### config.mk
export PLATFORM = sky130hd
export DESIGN_NAME = down_counter_timer_flat
export DESIGN_NICKNAME = d
export VERILOG_FILES = /design/src/rtl/down_counter_timer_pkg.sv /design/src/rtl/down_counter_timer_if.sv /design/src/rtl/down_counter_timer.sv /design/src/flat_wrapper.sv
export SDC_FILE = /design/constraint.sdc
export NUM_CORES = 1
export LEC_CHECK = 0
export CELL_PAD_IN_SITES_DETAIL_PLACEMENT = 1
export CELL_PAD_IN_SITES_GLOBAL_PLACEMENT = 1
export CORE_MARGIN = 8
export CORE_UTILIZATION = 30
export DETAILED_ROUTE_END_ITERATION = 10
export PLACE_DENSITY = 0.79
export REMOVE_ABC_BUFFERS = 1
export SLEW_MARGIN = 30
export SYNTH_ARGS = -nofsm -noshare
export SYNTH_HDL_FRONTEND = slang
export SYNTH_SLANG_ARGS = --single-unit
export TNS_END_PERCENT = 50
### constraint.sdc
create_clock -name clk -period 1.9 [get_ports clk]
set_input_delay 0.38 -clock clk [delete_from_list [all_inputs] [get_ports clk]]
set_output_delay 0.38 -clock clk [all_outputs]
set_load 0.005 [all_outputs]
### src/rtl/down_counter_timer_pkg.sv
// Shared types and defaults for the loadable down-counter timer.
package down_counter_timer_pkg;

  localparam int DEF_WIDTH = 5;

  typedef enum logic {
    IDLE = 1'b0,
    RUN  = 1'b1
  } tmr_state_e;

endpackage

### src/rtl/down_counter_timer_if.sv
// Control/status bundle of the down-counter timer. The master side drives
// load/start/stop/enab and the reload value; the slave (the timer) returns
// the registered count and status flags.
interface down_counter_timer_if
  import down_counter_timer_pkg::*;
#(
  parameter int WIDTH = DEF_WIDTH
) ();

  logic             load;
  logic [WIDTH-1:0] cnt_in;
  logic             start;
  logic             stop;
  logic             enab;
  logic [WIDTH-1:0] cnt_out;
  logic             busy;
  logic             done;
  logic             expired;

  modport master (
    output load, cnt_in, start, stop, enab,
    input  cnt_out, busy, done, expired
  );

  modport slave (
    input  load, cnt_in, start, stop, enab,
    output cnt_out, busy, done, expired
  );

endinterface

### src/rtl/down_counter_timer.sv
// Loadable down-counter with start/stop control. Counts a loaded value down
// to zero on enab ticks, then pulses done and sets the sticky expired flag.
// Optional macro AUTO_RELOAD_EN: on reaching the terminal count the counter
// reloads from the last loaded value and keeps running (periodic mode).
module down_counter_timer
  import down_counter_timer_pkg::*;
#(
  parameter int WIDTH = DEF_WIDTH
) (
  input  logic                clk,
  input  logic                rst,
  down_counter_timer_if.slave bus
);

  tmr_state_e       state_q, state_d;
  logic [WIDTH-1:0] cnt_q, cnt_d;
  logic [WIDTH-1:0] reload_q, reload_d;
  logic             done_q, done_d;
  logic             expired_q, expired_d;
  logic             terminal;

  // Last tick of a run: the count is 1 and an enabled tick arrives.
  assign terminal = (state_q == RUN) && bus.enab && (cnt_q == WIDTH'(1));

  // Next-state decode; priority load > stop > start > enab.
  always_comb begin
    state_d   = state_q;
    cnt_d     = cnt_q;
    reload_d  = reload_q;
    done_d    = 1'b0;
    expired_d = expired_q;
    if (bus.load) begin
      cnt_d     = bus.cnt_in;
      reload_d  = bus.cnt_in;
      state_d   = IDLE;
      expired_d = 1'b0;
    end else if (bus.stop) begin
      // Abort holds the count; in IDLE this is a no-op but still masks start.
      state_d = IDLE;
    end else if (bus.start && (state_q == IDLE)) begin
      if (cnt_q == '0) begin
        // Zero-length timer: complete immediately without entering RUN.
        done_d    = 1'b1;
        expired_d = 1'b1;
      end else begin
        state_d   = RUN;
        expired_d = 1'b0;
      end
    end else if (terminal) begin
      done_d    = 1'b1;
      expired_d = 1'b1;
`ifdef AUTO_RELOAD_EN
      if (reload_q != '0) begin
        cnt_d = reload_q;
      end else begin
        cnt_d   = '0;
        state_d = IDLE;
      end
`else
      cnt_d   = '0;
      state_d = IDLE;
`endif
    end else if ((state_q == RUN) && bus.enab && (cnt_q > WIDTH'(1))) begin
      cnt_d = cnt_q - WIDTH'(1);
    end
  end

  // State and output registers; reset drops any pending done.
  always_ff @(posedge clk) begin
    if (rst) begin
      state_q   <= IDLE;
      cnt_q     <= '0;
      reload_q  <= '0;
      done_q    <= 1'b0;
      expired_q <= 1'b0;
    end else begin
      state_q   <= state_d;
      cnt_q     <= cnt_d;
      reload_q  <= reload_d;
      done_q    <= done_d;
      expired_q <= expired_d;
    end
  end

  assign bus.cnt_out = cnt_q;
  assign bus.busy    = (state_q == RUN);
  assign bus.done    = done_q;
  assign bus.expired = expired_q;

endmodule
### src/flat_wrapper.sv
// flat-port wrapper written by rule: the top's interface ports become plain ports
module down_counter_timer_flat import down_counter_timer_pkg::*;
#(
  parameter int WIDTH = DEF_WIDTH
)
  (clk, rst, bus_load, bus_cnt_in, bus_start, bus_stop, bus_enab, bus_cnt_out, bus_busy, bus_done, bus_expired);
  down_counter_timer_if #(.WIDTH(WIDTH)) bus_i ();
  input  logic clk;
  input  logic rst;
  input wire logic [$bits(bus_i.load)-1:0] bus_load;
  input wire logic [$bits(bus_i.cnt_in)-1:0] bus_cnt_in;
  input wire logic [$bits(bus_i.start)-1:0] bus_start;
  input wire logic [$bits(bus_i.stop)-1:0] bus_stop;
  input wire logic [$bits(bus_i.enab)-1:0] bus_enab;
  output wire logic [$bits(bus_i.cnt_out)-1:0] bus_cnt_out;
  output wire logic [$bits(bus_i.busy)-1:0] bus_busy;
  output wire logic [$bits(bus_i.done)-1:0] bus_done;
  output wire logic [$bits(bus_i.expired)-1:0] bus_expired;
  assign bus_i.load = bus_load;
  assign bus_i.cnt_in = bus_cnt_in;
  assign bus_i.start = bus_start;
  assign bus_i.stop = bus_stop;
  assign bus_i.enab = bus_enab;
  assign bus_cnt_out = bus_i.cnt_out;
  assign bus_busy = bus_i.busy;
  assign bus_done = bus_i.done;
  assign bus_expired = bus_i.expired;
  down_counter_timer #(.WIDTH(WIDTH)) u_core (.clk(clk), .rst(rst), .bus(bus_i));
endmodule
; After elaboration in Yosys (flattened, before gate mapping)
; Cells that the tools add are included.
; W data, S select, Z words.
[totals]
word_cells = 37
output_inout_bits = 8
ff_bits = 8
input_bits = 11
[op_classes]
n_lt_le_gt_ge = 1
addsub = 1
n_reduce_logical = 12
mux = 13
eq_ne = 4
bitwise = 2
[ops]
columns = operator, n
row1 = $mux W5, 5
row2 = $mux W1, 8
row3 = $ne A2 B2 Y1 const B, 3
row4 = $eq A5 B1 Y1 const B, 1
row5 = $gt A5 B1 Y1 const B, 1
row6 = $logic_not A5 Y1, 1
row7 = $sub A5 B1 Y5 const B, 1
row8 = $logic_and A1 B1 Y1, 4
row9 = $reduce_and A2 Y1, 2
row10 = $reduce_and A3 Y1, 1
row11 = $reduce_bool A3 Y1, 1
row12 = $reduce_or A3 Y1, 1
row13 = $not A1 Y1, 2
row14 = $reduce_bool A2 Y1, 1
row15 = $reduce_or A2 Y1, 1

; Logic depth before layout (Yosys ltp)
[depth]
depth_word = 7
ltp_mapped = 5
depth_no_buf = 5

; Worst setup path after synthesis
; No wires, ideal clock.
[synth_path]
path_type = reg-to-reg
startpoint = register u_core.cnt_q[1] (netlist: u_core.bus.cnt_out[1])
endpoint = register u_core.cnt_q[0] (netlist: u_core.bus.cnt_out[0])
required_time_ns = 1.805
synth_period_minus_slack_ns = 1.437
path_stages_with_launch = 6
arrival_ns = 1.342
path_buffers = 0
setup_ns = 0.095
setup_slack_ns = 0.463
cell_sequence = dfxtp_1 -> inv_1 -> ha_1 -> o21bai_1 -> a211o_1 -> a221oi_1
[synth_via]
elab_chain_len = 6
word_cells_on_any_way = 10
cone_classes = 1 x order compare / 1 x eq/ne / 4 x mux / 4 x reduce/logical
[synth_rtl]
columns = element, line_no
row1 = "start, declared", down_counter_timer.sv:16  ; logic [WIDTH-1:0] cnt_q, cnt_d;
row2 = "start signal, assigned", down_counter_timer.sv:78  ; cnt_q <= cnt_d;
row3 = branches (longest 6 deep; another with $gt A5 B1 Y1), --
; Parallel ways; which one is timed is not known. The select of a mux whose other input is x is not followed.
; A chain may end at the register's enable or synchronous reset.

; Final worst setup path
[layout_path]
startpoint = register u_core.cnt_q[0] (netlist: u_core.bus.cnt_out[0])
endpoint = output bus_cnt_out[0]
[layout_lines]
columns = element, line_no
row1 = "end, declared", flat_wrapper.sv:15  ; output wire logic [$bits(bus_i.cnt_out)-1:0] bus_cnt_out;
; No word-level cell between the ends.

==> impl_metrics.py <==
metrics = {
    "status": {
        "status": "completed",
    },
    "worst_setup_path": {
        "path_cells": "clkdlybuf4s50_1",
        "worstSetupPathType": "reg -> out",
        "worst-r2r-cell-count": 5,
        "critPathLaunchType": "flip-flop",
        "path_delay_family": "buffers and inverters",
        "arrival_ps": 1320,
        "reg2reg_slack_ps": 310,
        "critPathCaptureType": "output pin",
        "critical_path.slowest_cell": "clkdlybuf4s50_1",
        "cp_slowest_stage_delay_ps": 570,
        "worstReg2RegStart": "u_core.bus.cnt_out[1]",
        "worstPathMaxFanout": 9,
        "crit_buf_inv": 1,
        "required_ps": 1520,
        "worstReg2RegEnd": "u_core.bus.cnt_out[4]",
    },
    "placement": {
        "dp_hpwl_um": 1195,
        "gp_congestion": 0.7656,
        "io_buffers": 18,
        "dp_slack_ps": 146.5,
    },
    "global_routing": {
        "track_usage_pct": 9.422,
        "grt_antenna_before_repair": 0,
        "grt_max_degree": 10,
        "grt_pass1_wl_um": 2435,
        "grt_overflow": 0,
        "grt_pass1_vias": 563,
    },
    "synthesis": {
        "yosysTopAreaCellShare_pct": 31.14,
        "syn_avg_cell_area_um2": 8.430,
        "synth_edf_count": 0,
        "synth-seq-area-share_pct": 31.14,
        "async_flop_share_pct": 0,
        "ys_types": 33,
        "syn-cell-area_um2": 514.2,
        "synth_most_common_cell": "dfxtp_1",
        "yosys_register_bits": 8,
        "syn_inst": 61,
        "synth-main-ff-cell": "dfxtp_1",
        "synthTopCellsByCount": "dfxtp_1 (8), inv_1 (6), o21ai_0 (5)",
        "yosys_warnings": 0,
        "synth.area.top_cells": "dfxtp_1 (31%), ha_1 (7.3%), o21ai_0 (4.9%)",
        "synth_top_area_cell": "dfxtp_1",
    },
    "power_and_ir_drop": {
        "p_leak_uw": 0.0002847,
        "power_uw": 435.8,
        "vdd_ir_drop_max_mv": 0.2695,
        "powerDensity_mw_per_mm2": 587.3,
    },
    "clock_tree": {
        "post_cts_resized": 0,
        "clock_latency_ps": 260,
        "cts.sinks": 8,
        "htree_levels": 1,
        "cts-root-buf": "clkbuf_4",
        "cts.hold.buffers_added": 0,
        "clockBufferDepth": 2,
        "post-cts-setup-buffer-count": 0,
        "cts_buffers": 3,
        "clk_pin_slew_ps": 60,
        "cts_tree": "built",
    },
    "timing": {
        "slew_headroom_pct": 73.30,
        "setup_ws_ps": 196.7,
        "timing.final.crit_period_ps": 1703,
        "drv_slew": 0,
        "final_hold_viol_count": 0,
        "fin_crit_sh_pct": 89.65,
        "rsz0062_at_grt": "no",
        "worst_clock_skew_ps": 1.273,
        "final-setup-viol-count": 0,
        "fmax_mhz": 587.1,
        "worst_pin_slew_ps": 397.4,
        "setup_tns_ps": 0,
    },
    "drt": {
        "first_pass_iters": 4,
        "vias_per_cell": 5.606,
        "wl_um": 1482,
        "wl_per_cell_um": 14.97,
        "ant_nets": 0,
        "dr.first_iter.drc_count": 7,
        "drcViolationCount": 0,
        "vias": 555,
    },
    "floorplanning": {
        "core_mm2": 0.001670,
        "dieWidth_um": 57.40,
        "placementRows": 15,
        "floorplan.initialDensity_pct": 30.79,
        "num_io_pins": 19,
        "dieArea_mm2": 0.003295,
        "dieHeight_um": 57.40,
    },
    "finish": {
        "nNetsFinal": 98,
        "fin_util_pct": 44.42,
        "layout-drive-gt1-share_pct": 7.317,
        "area_growth_pct": 44.28,
        "num_antenna_cells": 0,
    },
    "min_path": {
        "hold-path-cell-count": 2,
        "hold_class": "reg -> reg",
        "hp-start": "u_core.bus.expired",
        "hold_end": "u_core.bus.expired",
    },
    "flow_run": {
        "max_cap_violations": 0,
    },
}
==> layout by cell type, fill, tap and decap left out, drive strengths merged, types with 2 or more instances in the layout <==
cell type	instances
a31oi	2
nor3	3
a21oi	3
dfxtp	8
nand2	3
nor2	2
clkdlybuf4s50	18
or3	2
o21ai	5
inv	6
a211oi	2
ha	3
clkbuf	3
a211o	2
==> sequential cells by signal, indices dropped and copies added (netlist names) <==
signal	cells
u_core.bus.cnt_out	5
u_core.bus.busy	1
u_core.bus.done	1
u_core.bus.expired	1
==> how the worst max path moves through the flow <==
stage / from / endpoint / slack (ps) / depth (start not counted)
floorplan: u_core.bus.cnt_out[1] / u_core.bus.cnt_out[0] / 460 / 5
global placement: bus_stop / u_core.bus.cnt_out[0] / 170 / 4
detailed placement: bus_enab / u_core.bus.cnt_out[0] / 150 / 4
CTS: u_core.bus.cnt_out[0] / bus_cnt_out[0] / 180 / 1
global route: u_core.bus.cnt_out[0] / bus_cnt_out[0] / 140 / 1
finish: u_core.bus.cnt_out[0] / bus_cnt_out[0] / 200 / 1
==> logic make-up after synthesis <==
kind of cell	Yosys count	share of synthesized area [%]
compound gates	21	27.98
xor+xnor	1	1.703
fa+ha+maj	3	7.300
buf+inv	7	5.108
flops	8	31.14
mux	1	2.190
simple gates	20	24.58
==> layout make-up <==
cell class | instances | area, um2
inverters | 6 | 22.52
fillers | 206 | 928.4
well taps | 17 | 21.27
repair buffers | 19 | 187.7
clock buffers | 3 | 22.52
flip-flops and latches | 8 | 160.2
multi-input cells | 46 | 327.8
==> layer usage <==
metal | GRT usage [%] | vias to the layer above | part of all wire, % | wire length [um]
li1 | - | 278 | - | -
met1 | 9.343 | 261 | 46 | 681
met2 | 16.08 | 12 | 47 | 696
met4 | 7.500 | 0 | 3.2 | 48
met3 | 2.691 | 4 | 3.7 | 55
met5 | 0 | - | 0 | 0
==> through the flow <==
| step | hold WS (ps) | instance area (um2) | cells |
|---|---|---|---|
| 3_3_place_gp | 547.9 | 719.4 | 96 |
| 5_1_grt | 611.0 | 742.0 | 99 |
| 2_1_floorplan | 452.1 | 510.5 | 60 |
| 4_1_cts | 569.5 | 742.0 | 99 |
| 6_report | 566.8 | 742.0 | 99 |
| 3_5_place_dp | 557.4 | 719.4 | 96 |
==> worst reg2reg max path: stages (launching register included) <==
cell	delay, ps
dfxtp_1	430
inv_1	120
ha_1	240
o21bai_1	190
a211o_1	310
o32ai_1	210
==> power breakdown <==
group	total (uW)	internal, uW	switching [uW]
Clock	138	72.8	65.4
Sequential	190	176	13.8
Combinational	107	62.1	45.4
No activity file was read; power rests on OpenSTA's default activity.
